### config.mk
export PLATFORM = sky130hd
export DESIGN_NAME = serial_pattern_tx
export DESIGN_NICKNAME = d
export VERILOG_FILES = /design/src/rtl/serial_tx_pkg.sv /design/src/rtl/piso_shift_reg.sv /design/src/rtl/serial_pattern_tx.sv
export SDC_FILE = /design/constraint.sdc
export NUM_CORES = 1
export LEC_CHECK = 0
export BUFFER_PORTS_ARGS = -buffer_cell sky130_fd_sc_hd__buf_4
export CAP_MARGIN = 0
export CORE_ASPECT_RATIO = 0.6
export CORE_MARGIN = 3
export CORE_UTILIZATION = 43
export CTS_CLUSTER_SIZE = 20
export DETAILED_ROUTE_END_ITERATION = 7
export GPL_ROUTABILITY_DRIVEN = 0
export GPL_TIMING_DRIVEN = 0
export PLACE_DENSITY = 0.71
export RECOVER_POWER = 25
export SYNTH_ARGS = -nofsm -noshare
export SYNTH_HDL_FRONTEND = slang
export SYNTH_SLANG_ARGS = --single-unit
### constraint.sdc
create_clock -name clock -period 2.5 [get_ports clock]
set_input_delay 0.5 -clock clock [delete_from_list [all_inputs] [get_ports clock]]
set_output_delay 0.5 -clock clock [all_outputs]
set_load 0.1 [all_outputs]
### src/rtl/serial_tx_pkg.sv
// rtl/serial_tx_pkg.sv - shared state encoding and counter widths for serial_pattern_tx
package serial_tx_pkg;

    typedef enum logic [1:0] {
        ST_IDLE  = 2'd0,
        ST_SHIFT = 2'd1,
        ST_GAP   = 2'd2,
        ST_DONE  = 2'd3
    } tx_state_e;

    localparam int GAP_W = 4;

    // Bit counter must hold WIDTH-1; never narrower than one bit.
    function automatic int bitcnt_width(input int width);
        return (width < 2) ? 1 : $clog2(width);
    endfunction

endpackage

### src/rtl/piso_shift_reg.sv
// rtl/piso_shift_reg.sv - parallel-in serial-out register, MSB first, zero fill
module piso_shift_reg #(
    parameter int WIDTH = 8
) (
    input  logic             clock,
    input  logic             reset_b,
    input  logic             load,
    input  logic             shift,
    input  logic [WIDTH-1:0] d,
    output logic             q_msb
);

    logic [WIDTH-1:0] shreg;

    // load wins over shift so a reload on the last bit restarts cleanly
    always_ff @(posedge clock or negedge reset_b) begin
        if (!reset_b) begin
            shreg <= '0;
        end else if (load) begin
            shreg <= d;
        end else if (shift) begin
            shreg <= {shreg[WIDTH-2:0], 1'b0};
        end
    end

    assign q_msb = shreg[WIDTH-1];

endmodule

### src/rtl/serial_pattern_tx.sv
// rtl/serial_pattern_tx.sv - repeats a captured pattern MSB-first on x_out with optional gaps
module serial_pattern_tx
    import serial_tx_pkg::*;
#(
    parameter int WIDTH = 8,
    parameter int CNT_W = 4,
    parameter int GAP   = 0
) (
    input  logic             clock,
    input  logic             reset_b,
    input  logic             start,
    input  logic [WIDTH-1:0] pattern,
    input  logic [CNT_W-1:0] repeat_n,
    output logic             x_out,
    output logic             bit_valid,
    output logic             busy,
    output logic             done
);

    localparam int               BIT_W    = bitcnt_width(WIDTH);
    localparam logic [BIT_W-1:0] BIT_LAST = BIT_W'(WIDTH - 1);
    localparam logic [GAP_W-1:0] GAP_LOAD = (GAP > 0) ? GAP_W'(GAP - 1) : '0;

    tx_state_e        state_q, state_d;
    logic [BIT_W-1:0] bitcnt_q, bitcnt_d;
    logic [CNT_W-1:0] rep_q, rep_d;
    logic [GAP_W-1:0] gap_q, gap_d;
    logic [WIDTH-1:0] pat_q, pat_d;
    logic             load, shift;
    logic [WIDTH-1:0] load_data;
    logic             q_msb;

    always_ff @(posedge clock or negedge reset_b) begin
        if (!reset_b) begin
            state_q  <= ST_IDLE;
            bitcnt_q <= '0;
            rep_q    <= '0;
            gap_q    <= '0;
            pat_q    <= '0;
        end else begin
            state_q  <= state_d;
            bitcnt_q <= bitcnt_d;
            rep_q    <= rep_d;
            gap_q    <= gap_d;
            pat_q    <= pat_d;
        end
    end

    always_comb begin
        state_d   = state_q;
        bitcnt_d  = bitcnt_q;
        rep_d     = rep_q;
        gap_d     = gap_q;
        pat_d     = pat_q;
        load      = 1'b0;
        shift     = 1'b0;
        load_data = pat_q;
        case (state_q)
            // DONE accepts a new start exactly like IDLE for back-to-back transfers
            ST_IDLE, ST_DONE: begin
                if (start) begin
                    state_d   = ST_SHIFT;
                    pat_d     = pattern;
                    load      = 1'b1;
                    load_data = pattern;
                    bitcnt_d  = BIT_LAST;
                    rep_d     = (repeat_n == '0) ? CNT_W'(1) : repeat_n;
                end else begin
                    state_d = ST_IDLE;
                end
            end
            ST_SHIFT: begin
                if (bitcnt_q != '0) begin
                    shift    = 1'b1;
                    bitcnt_d = bitcnt_q - 1'b1;
                end else if (rep_q > CNT_W'(1)) begin
                    rep_d = rep_q - 1'b1;
                    if (GAP > 0) begin
                        state_d = ST_GAP;
                        gap_d   = GAP_LOAD;
                        shift   = 1'b1;
                    end else begin
                        load     = 1'b1;
                        bitcnt_d = BIT_LAST;
                    end
                end else begin
                    state_d = ST_DONE;
                    shift   = 1'b1;
                end
            end
            ST_GAP: begin
                if (gap_q == '0) begin
                    state_d  = ST_SHIFT;
                    load     = 1'b1;
                    bitcnt_d = BIT_LAST;
                end else begin
                    gap_d = gap_q - 1'b1;
                end
            end
            default: state_d = ST_IDLE;
        endcase
    end

    piso_shift_reg #(
        .WIDTH (WIDTH)
    ) u_piso (
        .clock   (clock),
        .reset_b (reset_b),
        .load    (load),
        .shift   (shift),
        .d       (load_data),
        .q_msb   (q_msb)
    );

    // Outputs decode registered state only, so reset clears them without a clock.
    assign bit_valid = (state_q == ST_SHIFT);
    assign x_out     = bit_valid & q_msb;
    assign busy      = (state_q == ST_SHIFT) || (state_q == ST_GAP);
    assign done      = (state_q == ST_DONE);

endmodule

==> run_results.csv <==
group,metric,value,unit
flow_run,cap_viol_max_count,1,
final_layout,fin_util,0.529,
timing,finClkSkew,0.00217,ns
timing,setup_viol,0,
timing,worst_pin_slew,1.60,ns
die,start_util,0.455,
clock_network,htree_num_levels,2,
timing,finalHoldViolCount,0,
clock_network,clockBufferDepth,2,
clock_network,cts_tree,"done",
power,totalPowerFinal,967,uW
clock_network,ctsHoldBuffers,0,
yosys,async_reset_ff_frac,1.00,
placement,dp_hpwl,2690,um
yosys,synthTopCellsByCount,"dfrtp_1, nand2_1, mux2_2",
setup_path,worstPathMaxFanout,18,
setup_path,worst_ep_required_time,2.00,ns
detailed_routing,antenna_left,0,
clock_network,ctsResizeCount,0,
power,peakVddDrop,0.257,mV
yosys,synth_ff_type,"dfrtp_1",
grt,grt_pass1_vias,1341,
die,ios,19,
setup_path,critPathKind,"flop to output pin",
clock_network,cts_setup_buffers,0,
power,leakage,0.917,nW
yosys,synth_fp_nets,187,
die,dieArea,4780,um2
timing,final.min_clock_period,2.26,ns
final_layout,final_area,1980,um2
placement,port_buffers,18,
grt,grtUsageTotal,0.174,
timing,setup-tns-final,0,ns
detailed_routing,dr.pass1.iters,4,
timing,post-route-period-util,0.903,
final_layout,drive_above_1_share,0.282,
yosys,ys_ff_latch,29,
die,num_rows,17,
setup_path,endpoint_kind,"output pin",
die,core_area,3740,um2
grt,grt_antenna_before_repair,0,
yosys,mappedNetlistArea,1700,um2
yosys,seq_area_frac_synth,0.426,
timing,slew-limit-headroom,-0.0649,
clock_network,cts_root_buffer,"clkbuf_8",
timing,finalMaxSlewViolations,30,
die,die_y,54.8,um
yosys,yosysMostFrequentCell,"dfrtp_1",
grt,grt_pass1_wl,6170,um
min_path,holdCritPathClass,"input pin to flop",
setup_path,crit_arrival,1.76,ns
clock_network,clk_pin_slew_worst_paths,0.06,ns
final_layout,nNetsFinal,211,
yosys,synth_top_area_cell,"dfrtp_1",
yosys,netlist.area_leader.share,0.426,
die,fp.dieW,87.3,um
final_layout,syn_to_final_growth,16.3,%
final_layout,nFillCells,338,
yosys,synth-edff-count,0,
setup_path,start_kind,"flop",
grt,grt_start_max_net_pins,30,
detailed_routing,first_iter_violations,74,
clock_network,numClockSinks,29,
run_status,violations,"max-capacitance violations, max-slew violations",
yosys,netlist_instances,164,
yosys,synth_cell_type_count,46,
timing,rsz0062_at_grt,"no",
detailed_routing,post-route-drc-count,0,
run_status,outcome,"finished, violations left",
yosys,synthesis.area_per_instance,10.4,um2
clock_network,cts_buffers,5,
timing,max_freq,443,MHz
final_layout,diodes,0,
power,power_density,488,nW/um2
detailed_routing,routed_wl,3610,um
detailed_routing,wl_per_cell,15.4,um
detailed_routing,route.vias.total,1302,
placement,placedInstanceArea,1900,um2
grt,grt_overflow_total,0,
yosys,yosysWarnings,0,
detailed_routing,vias_per_cell,5.54,
yosys,synth_area_leaders,"dfrtp_1, mux2_2, o211ai_1",
clock_network,clkLatencyLatePin,0.28,ns
==> final timing paths <==
check | start | endpoint | slack (ns) | depth (start not counted)
hold / removal | pattern[3] | pat_q[3]$_DFF_PN0_ | 0.47 | 2
max in group asynchronous | reset_b | rep_q[3]$_DFFE_PN0P_ | 0.96 | 1
min in group asynchronous | reset_b | gap_q[3]$_DFFE_PN0N_ | 0.62 | 1
setup reg to reg | state_q[1]$_DFFE_PN0P_ | rep_q[1]$_DFFE_PN0P_ | 0.44 | 7
hold reg to reg | pat_q[4]$_DFF_PN0_ | pat_q[4]$_DFF_PN0_ | 0.49 | 1
setup / recovery | state_q[1]$_DFFE_PN0P_ | x_out | 0.24 | 5
==> per-layer routing <==
layer,wire (um),GRT usage,share of wire
met5,0,0,0
met1,1720,0.218,0.48
met4,55,0.0791,0.015
met3,165,0.0451,0.046
met2,1670,0.289,0.46
==> placed cells by master (no fill, tap or decap), types with 2 or more instances in the layout <==
cell	netlist	layout
dfrtp_1	29	29
nand2_1	23	23
mux2_2	18	18
buf_4	1	18
o211ai_1	14	14
inv_1	13	13
ha_1	8	7
a21oi_1	6	6
clkbuf_8	0	6
nor2_1	5	5
o21ai_0	4	4
clkbuf_1	3	4
o32ai_1	3	3
mux2i_1	2	2
a21o_1	2	2
a21boi_0	2	2
==> per-stage QoR <==
step	instances	setup WS (ns)	hold WS, ns
global placement	229	0.265	0.446
CTS	235	0.249	0.154
global route	235	0.171	0.463
detailed placement	229	0.214	0.453
floorplan	164	0.0977	0.204
finish	235	0.241	0.466
==> state kept, by name, indices dropped and copies added, names as in the netlist <==
register	cells
u_piso.shreg	8
pat_q	8
state_q	2
rep_q	4
gap_q	4
bitcnt_q	3
==> report_power, final <==
group	leakage (nW)	switching, mW	internal (mW)
sequential	0.381	0.00707	0.477
combinational	0.492	0.0560	0.0355
clock	0.0443	0.173	0.218
==> final cells by class <==
| class | count | area (um2) | share of cell area |
|---|---|---|---|
| Clock buffer | 7 | 86.3 | 0.0436 |
| Inverter | 13 | 48.8 | 0.0246 |
| Timing Repair Buffer | 18 | 131 | 0.0663 |
| Buffer | 5 | 31.3 | 0.0158 |
| Tap cell | 47 | 58.8 | 0.0297 |
| Sequential cell | 29 | 726 | 0.366 |
| Multi-Input combinational cell | 116 | 900 | 0.454 |
==> cells by family after synthesis <==
| family | share of synthesized area |
|---|---|
| xor gates and xnor gates | 0.0103 |
| adders and majority gates | 0.0587 |
| buffers and inverters | 0.0492 |
| AOI/OAI and AO/OA | 0.206 |
| DFF | 0.426 |
| and+or+nand+nor | 0.120 |
| muxes | 0.131 |
==> critical path, cell delays in order (launching register included) <==
cell     delay (ns)
dfrtp_1        0.40
inv_1          0.08
ha_2           0.18
buf_2          0.34
and2_4         0.21
buf_4          0.28
(Power assumes the default switching activity.)
